`config.mk`:
```
export PLATFORM = sky130hd
export DESIGN_NAME = digi_clock_bcd
export DESIGN_NICKNAME = d
export VERILOG_FILES = /design/src/rtl/digi_clock_pkg.sv /design/src/rtl/bcd_mod_counter.sv /design/src/rtl/digi_clock_bcd.sv
export SDC_FILE = /design/constraint.sdc
export NUM_CORES = 1
export LEC_CHECK = 0
export BUFFER_PORTS_ARGS = -buffer_cell sky130_fd_sc_hd__buf_2
export CORE_MARGIN = 2
export CORE_UTILIZATION = 50
export CTS_CLUSTER_DIAMETER = 120
export CTS_CLUSTER_SIZE = 8
export DETAILED_ROUTE_END_ITERATION = 8
export GPL_TIMING_DRIVEN = 0
export PLACE_DENSITY = 0.74
export SYNTH_ARGS = -nofsm -noshare
export SYNTH_HDL_FRONTEND = slang
export SYNTH_HIERARCHICAL = 1
export SYNTH_SLANG_ARGS = --single-unit
```
`constraint.sdc`:
```
create_clock -name clk_inbuilt -period 5.12 [get_ports clk_inbuilt]
set_input_delay 1.536 -clock clk_inbuilt [delete_from_list [all_inputs] [get_ports clk_inbuilt]]
set_output_delay 1.536 -clock clk_inbuilt [all_outputs]
set_load 0.02 [all_outputs]
```
`src/rtl/digi_clock_pkg.sv`:
```
// Shared types and helpers for the BCD wall clock.
//   bcd_t        : one packed BCD digit
//   SEG_*        : active-high seven-segment patterns {a,b,c,d,e,f,g}, a = bit 6
//   seg7_encode  : BCD digit -> segment pattern (non-decimal codes show blank)
//   presc_width  : bit width of a prescaler counting 0..hz-1
package digi_clock_pkg;

    typedef logic [3:0] bcd_t;

    localparam logic [6:0] SEG_BLANK = 7'b000_0000;
    localparam logic [6:0] SEG_0     = 7'b111_1110;
    localparam logic [6:0] SEG_1     = 7'b011_0000;
    localparam logic [6:0] SEG_2     = 7'b110_1101;
    localparam logic [6:0] SEG_3     = 7'b111_1001;
    localparam logic [6:0] SEG_4     = 7'b011_0011;
    localparam logic [6:0] SEG_5     = 7'b101_1011;
    localparam logic [6:0] SEG_6     = 7'b101_1111;
    localparam logic [6:0] SEG_7     = 7'b111_0000;
    localparam logic [6:0] SEG_8     = 7'b111_1111;
    localparam logic [6:0] SEG_9     = 7'b111_1011;

    function automatic logic [6:0] seg7_encode(input bcd_t d);
        case (d)
            4'd0:    return SEG_0;
            4'd1:    return SEG_1;
            4'd2:    return SEG_2;
            4'd3:    return SEG_3;
            4'd4:    return SEG_4;
            4'd5:    return SEG_5;
            4'd6:    return SEG_6;
            4'd7:    return SEG_7;
            4'd8:    return SEG_8;
            4'd9:    return SEG_9;
            default: return SEG_BLANK;
        endcase
    endfunction

    function automatic int presc_width(input int hz);
        return (hz > 2) ? $clog2(hz) : 1;
    endfunction

endpackage

```
`src/rtl/bcd_mod_counter.sv`:
```
// Two-digit BCD counter running MIN..MAX with wrap-around in both directions.
//   clk, rst_n     : clock, synchronous active-low reset (loads RST_VAL)
//   clr            : load MIN (highest priority after reset)
//   inc, dec       : step up / down this cycle (inc wins if both are set)
//   tens, units    : current value as BCD digits
//   carry, borrow  : combinational, high when this cycle's step wraps MAX->MIN / MIN->MAX
//   wrap           : carry | borrow
module bcd_mod_counter
    import digi_clock_pkg::*;
#(
    parameter int MIN     = 0,
    parameter int MAX     = 59,
    parameter int RST_VAL = MIN
) (
    input  logic clk,
    input  logic rst_n,
    input  logic clr,
    input  logic inc,
    input  logic dec,
    output bcd_t tens,
    output bcd_t units,
    output logic carry,
    output logic borrow,
    output logic wrap
);

    localparam bcd_t MIN_T = bcd_t'(MIN / 10);
    localparam bcd_t MIN_U = bcd_t'(MIN % 10);
    localparam bcd_t MAX_T = bcd_t'(MAX / 10);
    localparam bcd_t MAX_U = bcd_t'(MAX % 10);
    localparam bcd_t RST_T = bcd_t'(RST_VAL / 10);
    localparam bcd_t RST_U = bcd_t'(RST_VAL % 10);

    bcd_t tens_q, tens_d;
    bcd_t units_q, units_d;
    logic at_min, at_max;

    always_comb begin
        at_min  = (tens_q == MIN_T) && (units_q == MIN_U);
        at_max  = (tens_q == MAX_T) && (units_q == MAX_U);
        tens_d  = tens_q;
        units_d = units_q;
        carry   = 1'b0;
        borrow  = 1'b0;
        if (clr) begin
            tens_d  = MIN_T;
            units_d = MIN_U;
        end else if (inc) begin
            if (at_max) begin
                tens_d  = MIN_T;
                units_d = MIN_U;
                carry   = 1'b1;
            end else if (units_q == 4'd9) begin
                tens_d  = tens_q + 4'd1;
                units_d = 4'd0;
            end else begin
                units_d = units_q + 4'd1;
            end
        end else if (dec) begin
            if (at_min) begin
                tens_d  = MAX_T;
                units_d = MAX_U;
                borrow  = 1'b1;
            end else if (units_q == 4'd0) begin
                tens_d  = tens_q - 4'd1;
                units_d = 4'd9;
            end else begin
                units_d = units_q - 4'd1;
            end
        end
    end

    assign wrap  = carry | borrow;
    assign tens  = tens_q;
    assign units = units_q;

    always_ff @(posedge clk) begin
        if (!rst_n) begin
            tens_q  <= RST_T;
            units_q <= RST_U;
        end else begin
            tens_q  <= tens_d;
            units_q <= units_d;
        end
    end

endmodule

```
`src/rtl/digi_clock_bcd.sv`:
```
// HH:MM:SS BCD timekeeper with button setting and registered seven-segment outputs.
//   clk_inbuilt : system clock, everything on its rising edge
//   reset       : synchronous, active-low
//   set[3:0]    : raw buttons: [3] set mode, [2] decrement, [1] hour step, [0] minute step
//   D_H1..D_S2  : segment outputs {a..g}, index 1 = tens digit, 2 = units digit
//   pm          : PM flag (12-hour build only, else 0)
//   tick_1hz    : one-cycle pulse, high on the edge the seconds advance
module digi_clock_bcd
    import digi_clock_pkg::*;
#(
    parameter int CLK_HZ         = 50_000_000,
    parameter bit MODE_12H       = 1'b0,
    parameter bit SHOW_SECONDS   = 1'b1,
    parameter bit SEG_ACTIVE_LOW = 1'b0
) (
    input  logic       clk_inbuilt,
    input  logic       reset,
    input  logic [3:0] set,
    output logic [6:0] D_H1,
    output logic [6:0] D_H2,
    output logic [6:0] D_M1,
    output logic [6:0] D_M2,
    output logic [6:0] D_S1,
    output logic [6:0] D_S2,
    output logic       pm,
    output logic       tick_1hz
);

    localparam int               CNT_W    = presc_width(CLK_HZ);
    localparam logic [CNT_W-1:0] CNT_MAX  = CNT_W'(CLK_HZ - 1);
    localparam int               HR_MIN   = MODE_12H ? 1 : 0;
    localparam int               HR_MAX   = MODE_12H ? 12 : 23;
    localparam int               HR_RST   = MODE_12H ? 12 : 0;
    localparam bcd_t             HR_RST_T = bcd_t'(HR_RST / 10);
    localparam bcd_t             HR_RST_U = bcd_t'(HR_RST % 10);

    logic [CNT_W-1:0] cnt_q, cnt_d;
    logic [3:0]       sync1_q, sync1_d, sync2_q, sync2_d;
    logic [1:0]       step_prev_q, step_prev_d;
    logic             tick_q, tick_d;
    logic             pm_q, pm_d;
    logic [6:0]       h1_q, h1_d, h2_q, h2_d, m1_q, m1_d, m2_q, m2_d, s1_q, s1_d, s2_q, s2_d;

    logic       set_mode, dir_dec, min_step, hr_step;
    logic [1:0] step_edge;
    logic       sec_inc, min_inc, min_dec, hr_inc, hr_dec;
    bcd_t       sec_t, sec_u, min_t, min_u, hr_t, hr_u;
    logic       sec_carry, sec_borrow, sec_wrap;
    logic       min_carry, min_borrow, min_wrap;
    logic       hr_carry, hr_borrow, hr_wrap;
    bcd_t       dh_t, dh_u, dm_t, dm_u, ds_t, ds_u;

    function automatic logic [6:0] seg_pol(input logic [6:0] s);
        return SEG_ACTIVE_LOW ? ~s : s;
    endfunction

    always_comb begin
        sync1_d     = set;
        sync2_d     = sync1_q;
        step_prev_d = sync2_q[1:0];
        set_mode    = sync2_q[3];
        dir_dec     = sync2_q[2];
        step_edge   = sync2_q[1:0] & ~step_prev_q;
        min_step    = set_mode & step_edge[0];
        hr_step     = set_mode & step_edge[1];

        // Set mode parks the prescaler at 0, so the first tick after leaving
        // it lands a full second later.
        tick_d = !set_mode && (cnt_q == CNT_MAX);
        cnt_d  = (set_mode || cnt_q == CNT_MAX) ? '0 : cnt_q + CNT_W'(1);

        // Steps only ever move their own field; the carry chain is tick-driven.
        sec_inc = tick_d;
        min_inc = (tick_d & sec_carry) | (min_step & ~dir_dec);
        min_dec = min_step & dir_dec;
        hr_inc  = (tick_d & sec_carry & min_carry) | (hr_step & ~dir_dec);
        hr_dec  = hr_step & dir_dec;

        // AM/PM flips whenever the hour crosses between 11 and 12.
        pm_d = pm_q ^ (MODE_12H &&
                       ((hr_inc && hr_t == 4'd1 && hr_u == 4'd1) ||
                        (hr_dec && hr_t == 4'd1 && hr_u == 4'd2)));

        // Display lags the counters by one edge, except in reset where the
        // reset time is shown on the same edge.
        if (!reset) begin
            dh_t = HR_RST_T; dh_u = HR_RST_U;
            dm_t = 4'd0;     dm_u = 4'd0;
            ds_t = 4'd0;     ds_u = 4'd0;
        end else begin
            dh_t = hr_t;  dh_u = hr_u;
            dm_t = min_t; dm_u = min_u;
            ds_t = sec_t; ds_u = sec_u;
        end
        h1_d = seg_pol((MODE_12H && dh_t == 4'd0) ? SEG_BLANK : seg7_encode(dh_t));
        h2_d = seg_pol(seg7_encode(dh_u));
        m1_d = seg_pol(seg7_encode(dm_t));
        m2_d = seg_pol(seg7_encode(dm_u));
        s1_d = seg_pol(SHOW_SECONDS ? seg7_encode(ds_t) : SEG_BLANK);
        s2_d = seg_pol(SHOW_SECONDS ? seg7_encode(ds_u) : SEG_BLANK);
    end

    bcd_mod_counter #(.MIN(0), .MAX(59), .RST_VAL(0)) u_sec (
        .clk(clk_inbuilt), .rst_n(reset), .clr(set_mode), .inc(sec_inc), .dec(1'b0),
        .tens(sec_t), .units(sec_u), .carry(sec_carry), .borrow(sec_borrow), .wrap(sec_wrap)
    );

    bcd_mod_counter #(.MIN(0), .MAX(59), .RST_VAL(0)) u_min (
        .clk(clk_inbuilt), .rst_n(reset), .clr(1'b0), .inc(min_inc), .dec(min_dec),
        .tens(min_t), .units(min_u), .carry(min_carry), .borrow(min_borrow), .wrap(min_wrap)
    );

    bcd_mod_counter #(.MIN(HR_MIN), .MAX(HR_MAX), .RST_VAL(HR_RST)) u_hr (
        .clk(clk_inbuilt), .rst_n(reset), .clr(1'b0), .inc(hr_inc), .dec(hr_dec),
        .tens(hr_t), .units(hr_u), .carry(hr_carry), .borrow(hr_borrow), .wrap(hr_wrap)
    );

    // Status flags the clock has no use for.
    logic unused_flags;
    assign unused_flags = ^{sec_borrow, sec_wrap, min_borrow, min_wrap, hr_carry, hr_borrow, hr_wrap};

    always_ff @(posedge clk_inbuilt) begin
        if (!reset) begin
            cnt_q       <= '0;
            sync1_q     <= '0;
            sync2_q     <= '0;
            step_prev_q <= '0;
            tick_q      <= 1'b0;
            pm_q        <= 1'b0;
        end else begin
            cnt_q       <= cnt_d;
            sync1_q     <= sync1_d;
            sync2_q     <= sync2_d;
            step_prev_q <= step_prev_d;
            tick_q      <= tick_d;
            pm_q        <= pm_d;
        end
        h1_q <= h1_d;
        h2_q <= h2_d;
        m1_q <= m1_d;
        m2_q <= m2_d;
        s1_q <= s1_d;
        s2_q <= s2_d;
    end

    assign D_H1     = h1_q;
    assign D_H2     = h2_q;
    assign D_M1     = m1_q;
    assign D_M2     = m2_q;
    assign D_S1     = s1_q;
    assign D_S2     = s2_q;
    assign pm       = pm_q & MODE_12H;
    assign tick_1hz = tick_q;

endmodule

```
# --- Word-level counts from Yosys, hierarchy flattened ---
# Memory sizes are Yosys's and may differ from the RTL's. A register that Yosys moved wholly into a read port is not among the register bits.
# Index checks and enable logic that the tools add are counted.
# W data, S select, Z words.
op_classes:
  n_eq_ne: 10
  muxes: 39
  bitwise: 14
  reduce_logical: 22
  addsub: 11
op_table:
  columns: ["op", "count"]
  rows:
  - ["$mux W4", 34]
  - ["$add A26 B1 Y26 const B", 1]
  - ["$eq A26 B26 Y1 const B", 1]
  - ["$add A4 B1 Y4 const B", 6]
  - ["$logic_not A4 Y1", 4]
  - ["$sub A4 B1 Y4 const B", 4]
  - ["$eq A4 B4 Y1 const B", 3]
  - ["$and A1 B1 Y1", 8]
  - ["$eq A4 B2 Y1 const B", 2]
  - ["$eq A4 B3 Y1 const B", 2]
  - ["$logic_and A1 B1 Y1", 6]
  - ["$ne A3 B1 Y1 const B", 2]
  - ["$reduce_and A3 Y1", 2]
  - ["$reduce_bool A2 Y1", 3]
  - ["$reduce_bool A3 Y1", 2]
  - ["$mux W1", 5]
  - ["$reduce_or A2 Y1", 2]
  - ["$and A2 B2 Y2", 1]
  - ["$not A1 Y1", 2]
  - ["$not A2 Y2", 1]
  - ["$or A1 B1 Y1", 2]
  - ["$reduce_and A2 Y1", 1]
  - ["$logic_not A1 Y1", 1]
  - ["$logic_or A1 B1 Y1", 1]
word_totals:
  elab_cells: 113
  input_bits: 6
  romBits: 672
  regBits: 61
  memories: 6
mem_list:
  columns: ["memory", "depth", "word_bits", "rd", "rd_clocked_by_memory_dff", "wr", "line", "text"]
  rows:
  - ["(name not given)", 16, 7, 1, 1, 0, "digi_clock_pkg.sv:23", "case (d)"]
  - ["(name not given)", 16, 7, 1, 1, 0, "digi_clock_pkg.sv:23", null]
  - ["(name not given)", 16, 7, 1, 1, 0, "digi_clock_pkg.sv:23", null]
  - ["(name not given)", 16, 7, 1, 1, 0, "digi_clock_pkg.sv:23", null]
  - ["(name not given)", 16, 7, 1, 1, 0, "digi_clock_pkg.sv:23", null]
  - ["(name not given)", 16, 7, 1, 1, 0, "digi_clock_pkg.sv:23", null]

# --- Longest topological paths before layout ---
logic_depth:
  word_depth: 12
  ltp_mapped: 23

# --- By module ---
# The synthesis kept the hierarchy.
modules_own_cells:
  columns: ["module", "area_per_inst_um2", "instances", "cells_per_inst"]
  rows:
  - ["digi_clock_bcd", 3988.8, 1, 442]
  - ["bcd_mod_counter (u_min ...)", 699.4, 2, 87]
  - ["bcd_mod_counter (u_hr)", 780.7, 1, 99]

# --- Least setup slack after synthesis ---
# OpenSTA, ideal clock, no wires.
synth_path:
  path_type: "flip-flop to flip-flop"
  start: "register cnt_q[0]"
  end: "register u_hr.tens_q[2], in the netlist u_hr/tens[2]"
  setup_slack_ns: 0.983
  setup_time_ns: 0.088
  n_path_buf: 7
  required_ns: 5.032
  stages_incl_launch_ff: 23
  arrival_time_ns: 4.049
  path_cell_list: "dfxtp_1 ha_1 and3_1 buf_2 nand2b_2 or3_4 nor2_1 buf_4 buf_2 nand3_1 nor2_1 inv_1 o31ai_2 buf_4 buf_2 nand3_1 nor2_1 nand2b_1 o31ai_2 buf_2 buf_1 o21ai_0 a311oi_2"
synth_via:
  elab_chain_len: 11
synth_lines:
  columns: ["element", "line", "text"]
  rows:
  - ["start, declared", "digi_clock_bcd.sv:37", "logic [CNT_W-1:0] cnt_q, cnt_d;"]
  - ["start signal, assigned", "digi_clock_bcd.sv:131", "cnt_q <= cnt_d;"]
  - ["$eq A26 B26 Y1 (*)", "digi_clock_bcd.sv:69", "tick_d = !set_mode && (cnt_q == CNT_MAX);"]
  - ["$logic_and A1 B1 Y1 (*)", "digi_clock_bcd.sv:69", null]
  - ["named net sec_inc", "digi_clock_bcd.sv:46", "logic sec_inc, min_inc, min_dec, hr_inc, hr_dec;"]
  - ["$mux W1 (*)", "bcd_mod_counter.sv:48", "end else if (inc) begin"]
  - ["$mux W1 (*)", "bcd_mod_counter.sv:45", "if (clr) begin"]
  - ["named net sec_carry", "digi_clock_bcd.sv:48", "logic sec_carry, sec_borrow, sec_wrap;"]
  - ["$and A1 B1 Y1 (*)", "digi_clock_bcd.sv:74", "min_inc = (tick_d & sec_carry) | (min_step & ~dir_dec);"]
  - ["$or A1 B1 Y1 (*)", "digi_clock_bcd.sv:74", null]
  - ["named net min_inc", "digi_clock_bcd.sv:46", null]
  - ["$mux W1 (*)", "bcd_mod_counter.sv:48", null]
  - ["named net min_carry", "digi_clock_bcd.sv:49", "logic min_carry, min_borrow, min_wrap;"]
  - ["$and A1 B1 Y1 (*)", "digi_clock_bcd.sv:76", "hr_inc = (tick_d & sec_carry & min_carry) | (hr_step & ~dir_dec);"]
  - ["$or A1 B1 Y1 (*)", "digi_clock_bcd.sv:76", null]
  - ["named net hr_inc", "digi_clock_bcd.sv:46", null]
  - ["$ne A3 B1 Y1 (no source line) (tied with other cells)", null, null]
  - ["$reduce_and A3 Y1 (no source line)", null, null]
  - ["end signal, assigned", "bcd_mod_counter.sv:82", "tens_q <= tens_d;"]
  - ["end, declared", "bcd_mod_counter.sv:34", "bcd_t tens_q, tens_d;"]
# Mark *: on every way through the listed nets, which the timed path passes. The rest lies on a longest branch.
# A chain may end at the register's enable or synchronous reset.

# --- Worst setup path after layout ---
layout_path:
  start: "register cnt_q[0]"
  end: "register u_hr.units_q[2], in the netlist u_hr/units[2]"
layout_via:
  elab_chain_len: 10
layout_lines:
  columns: ["element", "line", "text"]
  rows:
  - ["$eq A26 B26 Y1 (*)", "digi_clock_bcd.sv:69", null]
  - ["$logic_and A1 B1 Y1 (*)", "digi_clock_bcd.sv:69", null]
  - ["named net sec_inc", "digi_clock_bcd.sv:46", null]
  - ["$mux W1 (*)", "bcd_mod_counter.sv:48", null]
  - ["$mux W1 (*)", "bcd_mod_counter.sv:45", null]
  - ["named net sec_carry", "digi_clock_bcd.sv:48", null]
  - ["$and A1 B1 Y1 (*)", "digi_clock_bcd.sv:74", null]
  - ["$or A1 B1 Y1 (*)", "digi_clock_bcd.sv:74", null]
  - ["named net min_inc", "digi_clock_bcd.sv:46", null]
  - ["$mux W1 (*)", "bcd_mod_counter.sv:48", null]
  - ["named net min_carry", "digi_clock_bcd.sv:49", null]
  - ["$and A1 B1 Y1 (*)", "digi_clock_bcd.sv:76", null]
  - ["$or A1 B1 Y1 (*)", "digi_clock_bcd.sv:76", null]
  - ["named net hr_inc", "digi_clock_bcd.sv:46", null]
  - ["$mux W4 or $reduce_bool A2 Y1 (tied branches)", null, null]
  - ["end signal, assigned", "bcd_mod_counter.sv:83", "units_q <= units_d;"]
  - ["end, declared", "bcd_mod_counter.sv:35", "bcd_t units_q, units_d;"]
# Marks and branches as above.

==> flow_summary_export.csv <==
group,metric,value,unit
global_route,first_global_vias,5077,
clock_tree,clk_latency,0.36,ns
global_route,track_usage,22.5,%
clock_tree,cts_tree,"yes",
drt,drc_errors,0,
cells_and_area,final_common_cell,"dfxtp_1",
clock_tree,cts_buffers,9,
drt,drtAntennaViolNets,0,
timing,setup_viol_count_final,0,
drt,firstDrtPassIters,5,
cells_and_area,drive_gt1_share,16.0,%
yosys,synthCells,706,
worst_setup_path,cp-start-kind,"flop",
placed_design,dpl.hpwl,10400,um
run,max-cap-violations,0,
clock_tree,cts.root.buffer_cell,"clkbuf_16",
power_and_ir_drop,ir_worst_vdd,0.000182,V
worst_setup_path,worstSetupPathType,"reg -> reg",
drt,vias_per_cell,5.82,
worst_setup_path,rrSetupSlack,0.40,ns
worst_setup_path,crit_required,5.38,ns
cells_and_area,nNetsFinal,833,
yosys,synth_area,6110,sq um
global_route,grt_pass1_wl,23700,um
die,ios,50,
timing,setup_tns,0,ns
worst_setup_path,crit_cells,22,
drt,route.vias.total,5381,
placed_design,portBuffers,48,
timing,relSlewSlack,60.2,%
power_and_ir_drop,leakage,0.00263,uW
worst_setup_path,cpLargestDelayFamily,"simple AND/OR/NAND/NOR gates",
cells_and_area,final_cell_mix,"dfxtp_1 (103), nor2_1 (68), ha_1 (55)",
worst_setup_path,endpoint,"u_hr/units[2]",
worst_setup_path,path_max_fanout,19,
global_route,antenna_found_initial,0,
worst_setup_path,end_kind,"flop",
worst_setup_path,cp_slowest_cell,"or3_4",
clock_tree,cts.clk_slew.worst_paths,0.07,ns
worst_setup_path,cp_cell_sequence,"ha_1 -> and3_1 -> buf_2 -> nand2b_2 -> or3_4 -> nor2_2 -> buf_4 -> buf_2 -> nand3_1 -> nor2_1 -> inv_1 -> o31ai_2 -> buf_6 -> nand3_1 -> nor2_1 -> nand2b_1 -> o31ai_2 -> clkbuf_4 -> inv_1 -> a31oi_4 -> a31oi_1 -> nor4_1",
timing,min_period_over_period,92.3,%
global_route,grt_max_degree,17,
timing,hold_viol,0,
cells_and_area,antenna_cells,0,
worst_setup_path,critPathLaunch,"cnt_q[0]",
power_and_ir_drop,power.total,1720,uW
hold_path,hold_class,"reg -> reg",
placed_design,place_congestion,0.885,
yosys,synth_warnings,6,
timing,slew_violations,0,
worst_setup_path,r2r-start,"cnt_q[0]",
clock_tree,holdBufCountCts,0,
timing,grt_setup_unrepaired,"false",
worst_setup_path,reg2reg_depth,22,
global_route,grt_overflow,0,
die,num_rows,40,
worst_setup_path,regToRegEndpoint,"u_hr/units[2]",
clock_tree,numClockSinks,103,
worst_setup_path,arrival,4.98,ns
yosys,syn_avg_cell_area,8.66,sq um
drt,drt-total-wl,14400,um
die,core,12000,sq um
die,fp.dieH,115,um
timing,finClkSkew,0.00681,ns
clock_tree,post_cts_buffers,0,
run_status,status,"complete, no violations",
timing,post-route-min-period,4.72,ns
timing,max_freq,212,MHz
worst_setup_path,slowest_delay,0.45,ns
die,dieArea,13100,sq um
clock_tree,htreeDepth,3,
die,die_w,115,um
cells_and_area,area_growth,12.5,%
timing,tightest_slew,0.597,ns
drt,wl_per_cell,15.5,um
clock_tree,clock_path_buffers,2,
die,start_util,51.1,%
drt,drt_iter0_markers,352,
worst_setup_path,crit_buf_inv,7,
power_and_ir_drop,cellPowerDensity,251,nW/um^2
[per-stage QoR]
stage | instance area (sq um) | util, % | setup slack [ns] | instances | hold WS [ns]
2_1_floorplan | 6140 | - | 1.06 | 714 | 0.412
3_3_place_gp | 6570 | 54.9 | 0.150 | 909 | 0.414
3_5_place_dp | 6570 | 54.9 | 0.0226 | 909 | 0.417
4_1_cts | 6860 | 57.4 | 0.0837 | 925 | 0.435
5_1_grt | 6880 | 57.5 | 0.0516 | 924 | 0.442
6_report | 6880 | 57.5 | 0.395 | 924 | 0.433
[routing by layer]
metal  wire length, um  vias to the layer above  track usage [%]
li1                  -                     2648                -
met1              6460                     2567             28.4
met2              6760                      145             37.0
met3               884                       21             6.03
met4               258                        0             7.80
met5                 0                        -                0
[cell type report]
class                      count  area, sq um
fill                        1058         5080
clock inverter                 5         58.8
clock buffer                  11          233
inverter                      42          158
multi-input combinational    534         3720
timing repair buffer          48          240
tap                          147          184
buffer                        34          220
sequential                   103         2060
[power by group]
part | internal, uW | leakage (uW) | total (uW) | switching (uW)
registers | 828 | 0.000837 | 853 | 25.3
clock network | 379 | 0.000136 | 685 | 306
logic | 72.0 | 0.00166 | 186 | 114
[flip-flops by register name, indices dropped and copies added (netlist names), 2 cells and up]
name	count
u_sec/units	4
u_hr/tens	4
cnt_q	26
sync1_q	4
D_M2	7
D_S2	7
u_min/tens	4
sync2_q	4
D_H1	7
D_M1	7
u_sec/tens	4
u_min/units	4
u_hr/units	4
D_H2	7
D_S1	7
step_prev_q	2
[what timing repair did]
action,4_1_cts,5_1_grt
endpoints found under the hold margin,0,0
setup endpoints to repair,1,8
resized for setup,1,5
[how the worst min path moves through the flow]
stage,from,to,depth (start not counted)
6_report,sync1_q[3],sync2_q[3],1
5_1_grt,sync1_q[3],sync2_q[3],1
3_5_place_dp,sync1_q[2],sync2_q[2],1
3_3_place_gp,sync1_q[3],sync2_q[3],1
2_1_floorplan,sync1_q[0],sync2_q[0],1
4_1_cts,sync1_q[3],sync2_q[3],1
[worst register-to-register path: stages, from the launching register on]
cell,delay (ns)
dfxtp_1,0.39
ha_1,0.23
and3_1,0.15
buf_2,0.18
nand2b_2,0.10
or3_4,0.45
nor2_2,0.17
buf_4,0.20
buf_2,0.24
nand3_1,0.19
nor2_1,0.13
inv_1,0.08
o31ai_2,0.35
buf_6,0.23
nand3_1,0.12
nor2_1,0.12
nand2b_1,0.07
o31ai_2,0.20
clkbuf_4,0.25
inv_1,0.12
a31oi_4,0.23
a31oi_1,0.14
nor4_1,0.28
(Power assumes the default switching activity.)
